<file path="config.mk">
export PLATFORM = sky130hd
export DESIGN_NAME = lcd_power_sequencer_flat
export DESIGN_NICKNAME = d
export VERILOG_FILES = /design/src/rtl/lcd_pkg.sv /design/src/rtl/lcd_power_sequencer_if.sv /design/src/rtl/lcd_bl_pwm.sv /design/src/rtl/lcd_power_sequencer.sv /design/src/flat_wrapper.sv
export SDC_FILE = /design/constraint.sdc
export NUM_CORES = 1
export LEC_CHECK = 0
export ABC_AREA = 1
export BUFFER_PORTS_ARGS = -buffer_cell sky130_fd_sc_hd__buf_2
export CAP_MARGIN = 5
export CORE_MARGIN = 2
export CORE_UTILIZATION = 39
export DETAILED_ROUTE_END_ITERATION = 16
export GPL_ROUTABILITY_DRIVEN = 0
export PLACE_DENSITY = 0.63
export RECOVER_POWER = 25
export SYNTH_ARGS = -nofsm -noshare
export SYNTH_HDL_FRONTEND = slang
export SYNTH_SLANG_ARGS = --single-unit
</file>
<file path="constraint.sdc">
create_clock -name CLK -period 3.4 [get_ports CLK]
set_input_delay 0.85 -clock CLK [delete_from_list [all_inputs] [get_ports CLK]]
set_output_delay 0.85 -clock CLK [all_outputs]
set_load 0.02 [all_outputs]
</file>
<file path="src/rtl/lcd_pkg.sv">
// lcd_pkg: shared state codes, panel geometry and default sequencing times for the LCD path
package lcd_pkg;
  typedef enum logic [2:0] {
    S_OFF      = 3'd0,
    S_PWR_UP   = 3'd1,
    S_RST_REL  = 3'd2,
    S_WAIT_FRM = 3'd3,
    S_ON       = 3'd4,
    S_BL_OFF   = 3'd5,
    S_PWR_DN   = 3'd6,
    S_FLT      = 3'd7
  } lcd_state_e;
  localparam int H_ACTIVE = 480;
  localparam int V_ACTIVE = 272;
  localparam int H_FP = 2;
  localparam int H_PULSE = 41;
  localparam int H_BP = 2;
  localparam int V_FP = 2;
  localparam int V_PULSE = 10;
  localparam int V_BP = 2;
  localparam int unsigned T_PWR_CYC_DEF = 1000;
  localparam int unsigned T_RST_CYC_DEF = 500;
  localparam int unsigned FRAMES_BEFORE_BL_DEF = 2;
  localparam int unsigned BL_DUTY_DEF = 200;
  localparam int unsigned T_OFF_CYC_DEF = 1000;
  localparam int unsigned VS_TIMEOUT_CYC_DEF = 200000;
  function automatic int unsigned max3(int unsigned a, int unsigned b, int unsigned c);
    return a > b ? (a > c ? a : c) : (b > c ? b : c);
  endfunction
endpackage

</file>
<file path="src/rtl/lcd_power_sequencer_if.sv">
// lcd_power_sequencer_if: panel power request, vsync and sequenced panel controls
interface lcd_power_sequencer_if;
  logic PWR_REQ;
  logic LCD_VSYNC;
  logic LCD_PWR_EN;
  logic LCD_RST_N;
  logic TIMING_nRST;
  logic LCD_BL_PWM;
  logic READY;
  logic FAULT;
  logic [2:0] STATE;
  modport master(output PWR_REQ, LCD_VSYNC,
                 input LCD_PWR_EN, LCD_RST_N, TIMING_nRST, LCD_BL_PWM, READY, FAULT, STATE);
  modport slave(input PWR_REQ, LCD_VSYNC,
                output LCD_PWR_EN, LCD_RST_N, TIMING_nRST, LCD_BL_PWM, READY, FAULT, STATE);
endinterface

</file>
<file path="src/rtl/lcd_bl_pwm.sv">
// lcd_bl_pwm: 8-bit backlight PWM with optional duty fade-in (LCD_BL_FADE_EN)
module lcd_bl_pwm (
  input  logic       CLK,
  input  logic       nRST,
  input  logic       en,
  input  logic [7:0] target,
  output logic       pwm,
  output logic       at_target
);
  logic [7:0] pwm_cnt;
  logic [7:0] duty;
`ifdef LCD_BL_FADE_EN
  // ramp duty by one step per PWM period until it reaches the target
  always_ff @(posedge CLK or negedge nRST)
    if (!nRST) begin
      pwm_cnt <= '0;
      duty <= '0;
      pwm <= 1'b0;
    end else if (!en) begin
      pwm_cnt <= '0;
      duty <= '0;
      pwm <= 1'b0;
    end else begin
      pwm_cnt <= pwm_cnt + 1'b1;
      duty <= (pwm_cnt == 8'hff && duty < target) ? duty + 1'b1 : duty;
      pwm <= pwm_cnt < duty;
    end
  assign at_target = duty == target;
`else
  assign duty = en ? target : '0;
  // full duty from the first enabled cycle
  always_ff @(posedge CLK or negedge nRST)
    if (!nRST) begin
      pwm_cnt <= '0;
      pwm <= 1'b0;
    end else begin
      pwm_cnt <= en ? pwm_cnt + 1'b1 : '0;
      pwm <= en && pwm_cnt < duty;
    end
  assign at_target = 1'b1;
`endif
endmodule

</file>
<file path="src/rtl/lcd_power_sequencer.sv">
// lcd_power_sequencer: panel supply/reset/timing bring-up, backlight enable and vsync watchdog (LCD_BL_FADE_EN selects backlight fade-in)
module lcd_power_sequencer
  import lcd_pkg::*;
#(
  parameter int unsigned T_PWR_CYC = T_PWR_CYC_DEF,
  parameter int unsigned T_RST_CYC = T_RST_CYC_DEF,
  parameter int unsigned FRAMES_BEFORE_BL = FRAMES_BEFORE_BL_DEF,
  parameter int unsigned BL_DUTY = BL_DUTY_DEF,
  parameter int unsigned T_OFF_CYC = T_OFF_CYC_DEF,
  parameter int unsigned VS_TIMEOUT_CYC = VS_TIMEOUT_CYC_DEF
) (
  input logic CLK,
  input logic nRST,
  lcd_power_sequencer_if.slave bus
);
  localparam int unsigned DW = $clog2(max3(T_PWR_CYC, T_RST_CYC, T_OFF_CYC) + 1);
  localparam int unsigned TW = $clog2(VS_TIMEOUT_CYC + 1);
  lcd_state_e state;
  logic [DW-1:0] dw_cnt;
  logic [3:0] frm_cnt;
  logic [TW-1:0] to_cnt;
  logic vs_q, vs_fall, live, to_hit, frm_done, bl_en, at_target;
  assign vs_fall = vs_q & ~bus.LCD_VSYNC;
  assign live = state == S_WAIT_FRM || state == S_ON;
  assign to_hit = live && to_cnt == TW'(VS_TIMEOUT_CYC - 1);
  assign frm_done = vs_fall && frm_cnt == 4'(FRAMES_BEFORE_BL - 1);
  assign bl_en = state == S_ON;
  assign bus.STATE = state;
  // sequencing FSM; dwell counter restarts on every state change, fault wins over power-down
  always_ff @(posedge CLK or negedge nRST)
    if (!nRST) begin
      state <= S_OFF;
      dw_cnt <= '0;
      bus.FAULT <= 1'b0;
    end else begin
      dw_cnt <= dw_cnt + 1'b1;
      case (state)
        S_OFF: if (bus.PWR_REQ) begin
          state <= S_PWR_UP;
          dw_cnt <= '0;
          bus.FAULT <= 1'b0;
        end
        S_PWR_UP: if (!bus.PWR_REQ || dw_cnt == DW'(T_PWR_CYC - 1)) begin
          state <= bus.PWR_REQ ? S_RST_REL : S_PWR_DN;
          dw_cnt <= '0;
        end
        S_RST_REL: if (!bus.PWR_REQ || dw_cnt == DW'(T_RST_CYC - 1)) begin
          state <= bus.PWR_REQ ? S_WAIT_FRM : S_PWR_DN;
          dw_cnt <= '0;
        end
        S_WAIT_FRM, S_ON: if (to_hit || !bus.PWR_REQ || (state == S_WAIT_FRM && frm_done)) begin
          state <= to_hit ? S_FLT : !bus.PWR_REQ ? S_BL_OFF : S_ON;
          dw_cnt <= '0;
          bus.FAULT <= to_hit;
        end
        S_BL_OFF: if (dw_cnt == DW'(T_OFF_CYC - 1)) begin
          state <= S_PWR_DN;
          dw_cnt <= '0;
        end
        S_PWR_DN: if (dw_cnt == DW'(T_OFF_CYC - 1)) begin
          state <= S_OFF;
          dw_cnt <= '0;
        end
        S_FLT: if (!bus.PWR_REQ) begin
          state <= S_OFF;
          dw_cnt <= '0;
        end
        default: state <= S_OFF;
      endcase
    end
  // vsync edge detect, frame count in WAIT_FRM and vsync watchdog while the panel is live
  always_ff @(posedge CLK or negedge nRST)
    if (!nRST) begin
      vs_q <= 1'b0;
      frm_cnt <= '0;
      to_cnt <= '0;
    end else begin
      vs_q <= bus.LCD_VSYNC;
      frm_cnt <= state == S_WAIT_FRM ? frm_cnt + {3'b0, vs_fall} : '0;
      to_cnt <= live && !vs_fall ? to_cnt + 1'b1 : '0;
    end
  // registered output decode, one cycle behind the state
  always_ff @(posedge CLK or negedge nRST)
    if (!nRST) begin
      bus.LCD_PWR_EN <= 1'b0;
      bus.LCD_RST_N <= 1'b0;
      bus.TIMING_nRST <= 1'b0;
      bus.READY <= 1'b0;
    end else begin
      bus.LCD_PWR_EN <= state inside {[S_PWR_UP:S_BL_OFF]};
      bus.LCD_RST_N <= state inside {[S_RST_REL:S_BL_OFF]};
      bus.TIMING_nRST <= state inside {[S_WAIT_FRM:S_BL_OFF]};
      bus.READY <= bl_en && at_target;
    end
  lcd_bl_pwm u_bl_pwm (
    .CLK(CLK),
    .nRST(nRST),
    .en(bl_en),
    .target(8'(BL_DUTY)),
    .pwm(bus.LCD_BL_PWM),
    .at_target(at_target)
  );
endmodule
</file>
<file path="src/flat_wrapper.sv">
// flat-port wrapper written by rule: the top's interface ports become plain ports
module lcd_power_sequencer_flat import lcd_pkg::*;
#(
  parameter int unsigned T_PWR_CYC = T_PWR_CYC_DEF,
  parameter int unsigned T_RST_CYC = T_RST_CYC_DEF,
  parameter int unsigned FRAMES_BEFORE_BL = FRAMES_BEFORE_BL_DEF,
  parameter int unsigned BL_DUTY = BL_DUTY_DEF,
  parameter int unsigned T_OFF_CYC = T_OFF_CYC_DEF,
  parameter int unsigned VS_TIMEOUT_CYC = VS_TIMEOUT_CYC_DEF
)
  (CLK, nRST, bus_PWR_REQ, bus_LCD_VSYNC, bus_LCD_PWR_EN, bus_LCD_RST_N, bus_TIMING_nRST, bus_LCD_BL_PWM, bus_READY, bus_FAULT, bus_STATE);
  lcd_power_sequencer_if bus_i ();
  input logic CLK;
  input logic nRST;
  input wire logic [$bits(bus_i.PWR_REQ)-1:0] bus_PWR_REQ;
  input wire logic [$bits(bus_i.LCD_VSYNC)-1:0] bus_LCD_VSYNC;
  output wire logic [$bits(bus_i.LCD_PWR_EN)-1:0] bus_LCD_PWR_EN;
  output wire logic [$bits(bus_i.LCD_RST_N)-1:0] bus_LCD_RST_N;
  output wire logic [$bits(bus_i.TIMING_nRST)-1:0] bus_TIMING_nRST;
  output wire logic [$bits(bus_i.LCD_BL_PWM)-1:0] bus_LCD_BL_PWM;
  output wire logic [$bits(bus_i.READY)-1:0] bus_READY;
  output wire logic [$bits(bus_i.FAULT)-1:0] bus_FAULT;
  output wire logic [$bits(bus_i.STATE)-1:0] bus_STATE;
  assign bus_i.PWR_REQ = bus_PWR_REQ;
  assign bus_i.LCD_VSYNC = bus_LCD_VSYNC;
  assign bus_LCD_PWR_EN = bus_i.LCD_PWR_EN;
  assign bus_LCD_RST_N = bus_i.LCD_RST_N;
  assign bus_TIMING_nRST = bus_i.TIMING_nRST;
  assign bus_LCD_BL_PWM = bus_i.LCD_BL_PWM;
  assign bus_READY = bus_i.READY;
  assign bus_FAULT = bus_i.FAULT;
  assign bus_STATE = bus_i.STATE;
  lcd_power_sequencer #(.T_PWR_CYC(T_PWR_CYC), .T_RST_CYC(T_RST_CYC), .FRAMES_BEFORE_BL(FRAMES_BEFORE_BL), .BL_DUTY(BL_DUTY), .T_OFF_CYC(T_OFF_CYC), .VS_TIMEOUT_CYC(VS_TIMEOUT_CYC)) u_core (.CLK(CLK), .nRST(nRST), .bus(bus_i));
endmodule
</file>
==> results by group, run 1 <==
Run status
  – Status: complete, no violations

Critical path
  – CP Cell Sequence: buf_2
  – R2r worst-path depth: 6
  – Worst EP arrival: 1.11 ns
  – Buf/Inv on CP: 1
  – CP required: 2.55 ns
  – Setup crit end kind: output port
  – Startpoint Class: flip-flop
  – CP Class: reg -> out
  – Crit path capture: bus_STATE[2]
  – CP Launch Point: u_core.bus.STATE[2]
  – Max stage delay cell, worst path: dfrtp_1
  – R2R Path End: u_core.to_cnt[9]
  – Crit Path Max Fanout: 11
  – Crit-path leading delay family: flip-flops
  – FF-to-FF Start: u_core.bus.STATE[1]
  – Largest stage delay on the critical path: 0.57 ns
  – R2R Setup Slk: 1.65 ns
  – CP Depth: 1

Layout
  – Proportion of layout cells with a drive suffix above 1: 0.0994
  – Cell Count, Final, Fillers Out: 432
  – Antenna diodes: 0
  – Nets: 363
  – Fillers: 681
  – Area growth, synth to finish: 7.71%
  – Final core occ: 0.429
  – Area of the multi-input gates: 1200 um^2
  – Reg area: 1250 um^2

Placed design
  – Cells after DPL: 425
  – Setup WS pre-CTS: 1.41 ns
  – Post-DP HPWL: 3610 um
  – I/O Buffers: 12

Global route
  – Global-route wire length before repair: 8910 um
  – Initial antenna violation count: 0
  – Vias in the first global route: 2074
  – All-Layer GR Usage: 0.146
  – GRT overflow: 0
  – Largest net degree at the start of global routing: 27

Synth
  – Synth warnings: 0
  – Yosys cell types: 34
  – Synth Net Count: 345
  – Seq/Total Area, Yosys: 0.464
  – Syn Area/Cell: 8.07 um^2
  – Synth area leader: dfrtp_1
  – Yosys reg bits: 50
  – Syn Inst Count: 334
  – Syn Std Cell Area: 2690 um^2
  – Synth area leaders: dfrtp_1 (46%), nand2_1 (8.5%), nor2_1 (7.5%)
  – Share of the synthesized area in the top cell type: 0.464

STA
  – Period utilisation layout: 0.577
  – TNS Setup: 0 ns
  – Post-layout min period: 1.96 ns
  – Final Hold Fails: 0
  – Final setup violation count: 0
  – Min setup slack post-route: 1.44 ns
  – Max Clock Skew: 0.00813 ns
  – Worst slew margin: 0.0448
  – Final max-slew violation count: 0
  – RSZ-0062 raised after global routing: false
  – Fmax: 0.510 GHz
  – Worst slew pin tran: 1.43 ns

Hold path
  – Min-delay worst type: reg -> reg
  – HP Start: u_core.u_bl_pwm.pwm_cnt[0]

Detailed routing
  – WL final: 4870 um
  – Routed len/inst: 11.3 um
  – Drc violations: 0
  – Drt initial violations: 78
  – Vias: 2143
  – Antenna Nets Post-Route: 0
  – DR vias/cell: 4.96
  – 1st-pass router iterations: 4

Floorplan
  – Width of the die: 87.1 um
  – Row cnt: 30
  – Die area: 7590 um^2
  – CORE AREA: 6760 um^2
  – Initial Util: 0.399
  – IO Pins: 13
  – Die Ht: 87.1 um

Clock network
  – Skew-Pair Late Insertion Delay: 0.30 ns
  – Root Buffer: clkbuf_8
  – Clock tree sinks: 50
  – Clock Pin Slew Worst Setup and Hold Paths: 0.09 ns
  – Htree depth: 2
  – TritonCTS clock tree: done
  – Post-CTS setup buffer count: 0
  – CTS buffer count: 5
  – Clk buf depth: 2
  – Post_cts resized: 0
  – # hold bufs at CTS: 0

Power
  – Pleak: 1.44 nW
  – Switch share: 0.393
  – P_sw: 0.640 mW
  – Register share of total power: 0.457
  – Worst VDD drop: 0.266 mV
  – Comb pwr share: 0.347
  – Clock network fraction of total power: 0.196
  – Power Density: 561 nW/um^2
  – Pint: 0.989 mW

Job
  – Reported max-cap violation count: 0
[layout make-up]
class                      count  share of cell area
clock buffer                   7              0.0263
inverter                      54              0.0699
multi-input combinational    227               0.413
sequential                    50               0.431
tap                           80              0.0345
timing repair buffer          14              0.0250
[cells in the final DEF (no fill, tap or decap)]
master / synthesis / layout
clkbuf_1: 0 / 4
nand2_1: 61 / 61
or2_2: 2 / 2
xnor2_1: 3 / 3
nand3_1: 27 / 27
nor2_4: 2 / 1
nor3b_1: 4 / 4
ha_1: 7 / 7
a211oi_1: 1 / 1
nand3b_1: 3 / 3
nand2_4: 2 / 2
nor3b_2: 1 / 1
nand2_2: 2 / 2
o21bai_1: 1 / 1
nor3_1: 15 / 15
dfrtp_1: 50 / 50
buf_2: 0 / 10
nor4_1: 1 / 1
clkbuf_8: 0 / 5
a31o_2: 1 / 1
xor2_1: 5 / 5
nand4_1: 6 / 6
nand3_4: 1 / 1
nand3_2: 1 / 1
o21ai_0: 7 / 7
o21ai_2: 1 / 1
o21a_1: 2 / 2
nor2_1: 54 / 55
nor2_2: 1 / 1
nand4_4: 1 / 1
a31oi_1: 2 / 2
inv_2: 2 / 2
nor3_2: 1 / 1
buf_4: 0 / 2
a21oi_1: 11 / 11
inv_1: 52 / 52
a211oi_2: 1 / 1
[cell families (layout without fill, tap and decap cells)]
| group | after synthesis | in the layout | synth area share |
|---|---|---|---|
| flip-flops | 50 | 50 | 0.464 |
| buffers and inverters | 57 | 75 | 0.0878 |
| AO/OA/AOI/OAI | 27 | 27 | 0.0604 |
| AND/OR/NAND/NOR | 185 | 185 | 0.329 |
| adder cells (fa/ha/maj) | 7 | 7 | 0.0325 |
| XOR/XNOR | 8 | 8 | 0.0260 |
[metrics by stage]
| stage | power [mW] | cell area (um^2) | hold WS, ns |
|---|---|---|---|
| finish | 1.63 | 2900 | 0.464 |
| global route | 1.77 | 2900 | 0.509 |
| CTS | 1.66 | 2910 | 0.467 |
| detailed placement | 1.33 | 2840 | 0.453 |
| global placement | 1.32 | 2840 | 0.455 |
| floorplan | 1.23 | 2690 | 0.433 |
[power groups by stage]
stage | sequential (mW) | combinational [mW] | clock [mW]
final | 0.744 | 0.565 | 0.320
after global routing | 0.755 | 0.655 | 0.364
after CTS | 0.745 | 0.577 | 0.335
after detailed placement | 0.756 | 0.576 | 0
after global placement | 0.757 | 0.565 | 0
after floorplan | 0.786 | 0.441 | 0
[cells in the mapped netlist]
library cell / n
a211oi_1: 1
ha_1: 7
nor2_1: 54
dfrtp_1: 50
nor4_1: 1
nor3_1: 15
nand4_1: 6
nand3_4: 1
a31oi_1: 2
nand3b_1: 3
nand2_4: 2
inv_2: 2
nand2_2: 2
or2_2: 2
a21oi_1: 11
xnor2_1: 3
nand3_2: 1
nor2_2: 1
o21bai_1: 1
a31o_2: 1
nand4_4: 1
o21a_1: 2
a211oi_2: 1
inv_1: 52
buf_6: 3
nor3_2: 1
nor3b_2: 1
xor2_1: 5
nor3b_1: 4
nand2_1: 61
nor2_4: 2
nand3_1: 27
o21ai_2: 1
o21ai_0: 7
[metal layers]
| layer | up-vias | track usage | wire, um | share of wire |
|---|---|---|---|---|
| li1 | 1094 | - | - | - |
| met1 | 1003 | 0.193 | 2380 | 0.49 |
| met2 | 40 | 0.239 | 2220 | 0.45 |
| met3 | 6 | 0.0379 | 211 | 0.043 |
| met4 | 0 | 0.0392 | 63 | 0.013 |
| met5 | - | 0 | 0 | 0 |
[worst min-delay path by stage]
| stage | to | cells past startpoint | slack, ns |
|---|---|---|---|
| finish | u_core.u_bl_pwm.pwm_cnt[0] | 1 | 0.46 |
| global route | u_core.u_bl_pwm.pwm_cnt[0] | 1 | 0.51 |
| CTS | u_core.u_bl_pwm.pwm_cnt[0] | 1 | 0.47 |
| detailed placement | u_core.u_bl_pwm.pwm_cnt[0] | 1 | 0.45 |
| global placement | u_core.u_bl_pwm.pwm_cnt[0] | 1 | 0.46 |
| floorplan | u_core.u_bl_pwm.pwm_cnt[0] | 1 | 0.43 |
[flip-flops by register name, indices dropped and copies added (netlist names), 3 cells and up]
name	count
u_core.to_cnt	18
u_core.dw_cnt	10
u_core.u_bl_pwm.pwm_cnt	8
u_core.frm_cnt	4
u_core.bus.STATE	3
(Power assumes the default switching activity.)
==> run 2, diff against run 1 <==
ABC_AREA = 0   (was 1)
PLACE_DENSITY = 0.65   (was 0.63)
clock period = 1.7 ns   (was 3.4 ns; I/O delays follow)
==> results by group, run 2 <==
Run status
  – Status: finished with violations
  – Failing checks: negative setup slack

Global route
  – Global-route wire length before repair: 9130 um (+2.4%)
  – Largest net degree at the start of global routing: 20 (-26%)
  – Vias in the first global route: 2025 (-2.4%)
  – GRT overflow: 0 (unchanged)
  – All-Layer GR Usage: 0.158 (+0.0116)
  – Initial antenna violation count: 0 (unchanged)

Layout
  – Nets: 332 (-8.5%)
  – Reg area: 1250 um^2 (+0.30%)
  – Final core occ: 0.526 (+0.0967)
  – Proportion of layout cells with a drive suffix above 1: 0.329 (+0.230)
  – Commonest non-fill, non-tap cell in the layout: buf_4
  – Most frequent cells in the layout: buf_4 (63), dfrtp_1 (47), nor2_1 (41)
  – Area growth, synth to finish: 32.0%
  – Area of the multi-input gates: 1250 um^2 (+4.2%)
  – Cell Count, Final, Fillers Out: 399 (-7.6%)
  – Fillers: 583 (-14%)
  – Max reg flops: 18 (unchanged)
  – Post-route cell area: 3320 um^2 (+14%)
  – Antenna diodes: 0 (unchanged)
  – Most flops, register: u_core.to_cnt
  – Regs by FF count: u_core.to_cnt: 18 flops, u_core.dw_cnt: 10 flops, u_core.u_bl_pwm.pwm_cnt: 8 flops

Critical path
  – Buf/Inv on CP: 0 (-1)
  – Startpoint Class: flip-flop
  – Worst EP arrival: 2.14 ns (+1.03 ns)
  – Crit Path Max Fanout: 6 (-5)
  – Setup crit end kind: flip-flop
  – CP Cell Sequence: ha_2 > or2b_4 > a2111oi_4 > nor3_2 > a211oi_4 > and2_4 > o211ai_2
  – Max stage delay cell, worst path: dfrtp_1
  – CP required: 1.88 ns (-0.67 ns)
  – CP Class: reg -> reg
  – Crit-path leading delay family: simple AND/OR/NAND/NOR gates
  – Largest stage delay on the critical path: 0.36 ns (-0.21 ns)

STA
  – RSZ-0062 raised after global routing: true
  – Final setup violation count: 14 (+14)
  – Post-layout min period: 1.96 ns
  – Period utilisation layout: 1.16
  – Worst slew pin tran: 0.617 ns (-0.815 ns)
  – Fmax: 0.509 GHz
  – Max Clock Skew: 0.00286 ns (-0.00527 ns)
  – Final Hold Fails: 0 (unchanged)
  – TNS Setup: -3.10 ns (-3.10 ns)
  – WHS: 0.241 ns (-0.223 ns)
  – Final max-slew violation count: 0 (unchanged)
  – Min setup slack post-route: -0.264 ns (-1.70 ns)
  – Worst slew margin: 0.588 (+0.544)

Synth
  – Syn Area/Cell: 10.3 um^2 (+27%)
  – Synth area leader: dfrtp_1
  – Most frequent cell after synthesis: dfrtp_1
  – Yosys reg bits: 50 (unchanged)
  – Synth area leaders: dfrtp_1 (50%), xor2_1 (7.0%), nor2_1 (6.3%)
  – Syn Std Cell Area: 2520 um^2 (-6.5%)
  – Synth Net Count: 256 (-26%)
  – Yosys cell types: 44 (+29%)
  – Synth async-reset ratio: 1.00 (unchanged)
  – Seq/Total Area, Yosys: 0.497 (+0.0325)
  – Synth warnings: 0 (unchanged)
  – Syn Inst Count: 245 (-27%)
  – Post-synth EDFFs: 0 (unchanged)
  – Most frequent cells after synthesis: dfrtp_1 (50), nor2_1 (42), xor2_1 (20)
  – Share of the synthesized area in the top cell type: 0.497 (+0.0325)
  – Prevailing post-synth register cell: dfrtp_1

Floorplan
  – Die area: 7110 um^2 (-6.3%)
  – IO Pins: 13 (unchanged)
  – Row cnt: 29 (-3.3%)
  – CORE AREA: 6310 um^2 (-6.6%)
  – Width of the die: 84.3 um (-3.2%)
  – Die Ht: 84.3 um (-3.2%)
  – Initial Util: 0.399 (about the same)

Clock network
  – Root Buffer: clkbuf_8
  – Htree depth: 2 (unchanged)
  – Clk buf depth: 2 (unchanged)
  – Clock Pin Slew Worst Setup and Hold Paths: 0.09 ns (about the same)
  – CTS buffer count: 5 (unchanged)
  – Clock tree sinks: 50 (unchanged)
  – Skew-Pair Late Insertion Delay: 0.30 ns (about the same)
  – TritonCTS clock tree: done

Detailed routing
  – Antenna Nets Post-Route: 0 (unchanged)
  – Routed len/inst: 12.7 um (+12%)
  – Vias: 1995 (-6.9%)
  – DR vias/cell: 5.00 (+0.79%)
  – Drc violations: 0 (unchanged)
  – WL final: 5050 um (+3.7%)
  – Drt initial violations: 111 (+42%)
  – 1st-pass router iterations: 4 (unchanged)

Placed design
  – Placed inst area: 3080 um^2 (+8.7%)
  – Cells after DPL: 385 (-9.4%)
  – I/O Buffers: 12 (unchanged)
  – Post-DP HPWL: 3590 um (-0.60%)
  – Setup WS pre-CTS: -0.321 ns (-1.74 ns)

Power
  – Power Density: 1280 nW/um^2 (+130%)
  – Worst VDD drop: 1.18 mV (+350%)
  – Pwr Total: 4.24 mW (+160%)
  – Pleak: 1.55 nW (+7.1%)

Hold path
  – Min-delay worst type: in -> reg

Job
  – Reported max-cap violation count: 0 (unchanged)
run 2: cell types whose count changed in the layout (fill, tap and decap cells not counted), moves of 7 or more:
cell and change:
xnor2_1 +10, and3_1 +8, a21oi_1 -7, buf_4 +61
nor3_1 -11, xor2_1 +15, nor2_1 -14, nand2_1 -50
nand3_1 -8, inv_1 -46
run 2: cell families (layout without fill, tap and decap cells):
family,after synthesis,count (layout),synth area share
fa+ha+maj,8,8,0.0388
flops,50,50,0.497
xor+xnor,33,33,0.115
simple gates,117,118,0.236
compound gates,21,21,0.0671
buf+inv,16,92,0.0462
run 2: layout make-up:
cell class	instances	area share
Clock buffer	6	0.0249
Clock inverter	2	0.0181
Tap cell	77	0.0290
Inverter	6	0.00678
Timing Repair Buffer	78	0.168
Sequential cell	50	0.378
Multi-Input combinational cell	180	0.376
run 2: routing by layer:
metal | track usage | vias to the layer above | share of wire
li1 | - | 995 | -
met1 | 0.202 | 963 | 0.47
met2 | 0.265 | 32 | 0.49
met3 | 0.0305 | 5 | 0.028
met4 | 0.0592 | 0 | 0.016
met5 | 0 | - | 0
run 2: timing repair:
| item | in CTS | in global routing |
|---|---|---|
| pin swaps | 7 | 2 |
| hold buffers | 1 | 0 |
| setup buffers | 4 | 0 |
| hold endpoints to repair | 9 | 0 |
| gates resized for setup | 11 | 1 |
| endpoints found under the setup margin | 14 | 15 |
| cloned | 1 | 0 |
run 2: power by group:
| group | internal, mW | total (mW) | leakage [nW] | switching (mW) |
|---|---|---|---|---|
| clock network | 0.628 | 1.02 | 0.0714 | 0.395 |
| registers | 1.35 | 1.46 | 0.676 | 0.113 |
| logic | 0.785 | 1.75 | 0.800 | 0.967 |
run 2: path summary, 6_finish.rpt:
path / startpoint / endpoint / slack (ns) / cells past startpoint
setup / recovery: u_core.dw_cnt[1] / u_core.bus.STATE[0] / -0.26 / 7
hold / removal: bus_LCD_VSYNC / u_core.vs_q / 0.24 / 1
setup reg to reg: u_core.dw_cnt[1] / u_core.bus.STATE[0] / -0.26 / 7
hold reg to reg: u_core.u_bl_pwm.pwm_cnt[0] / u_core.u_bl_pwm.pwm_cnt[0] / 0.48 / 1
max in group asynchronous: nRST / u_core.bus.STATE[0] / 0.14 / 3
min in group asynchronous: nRST / u_core.u_bl_pwm.pwm_cnt[1] / 0.64 / 2
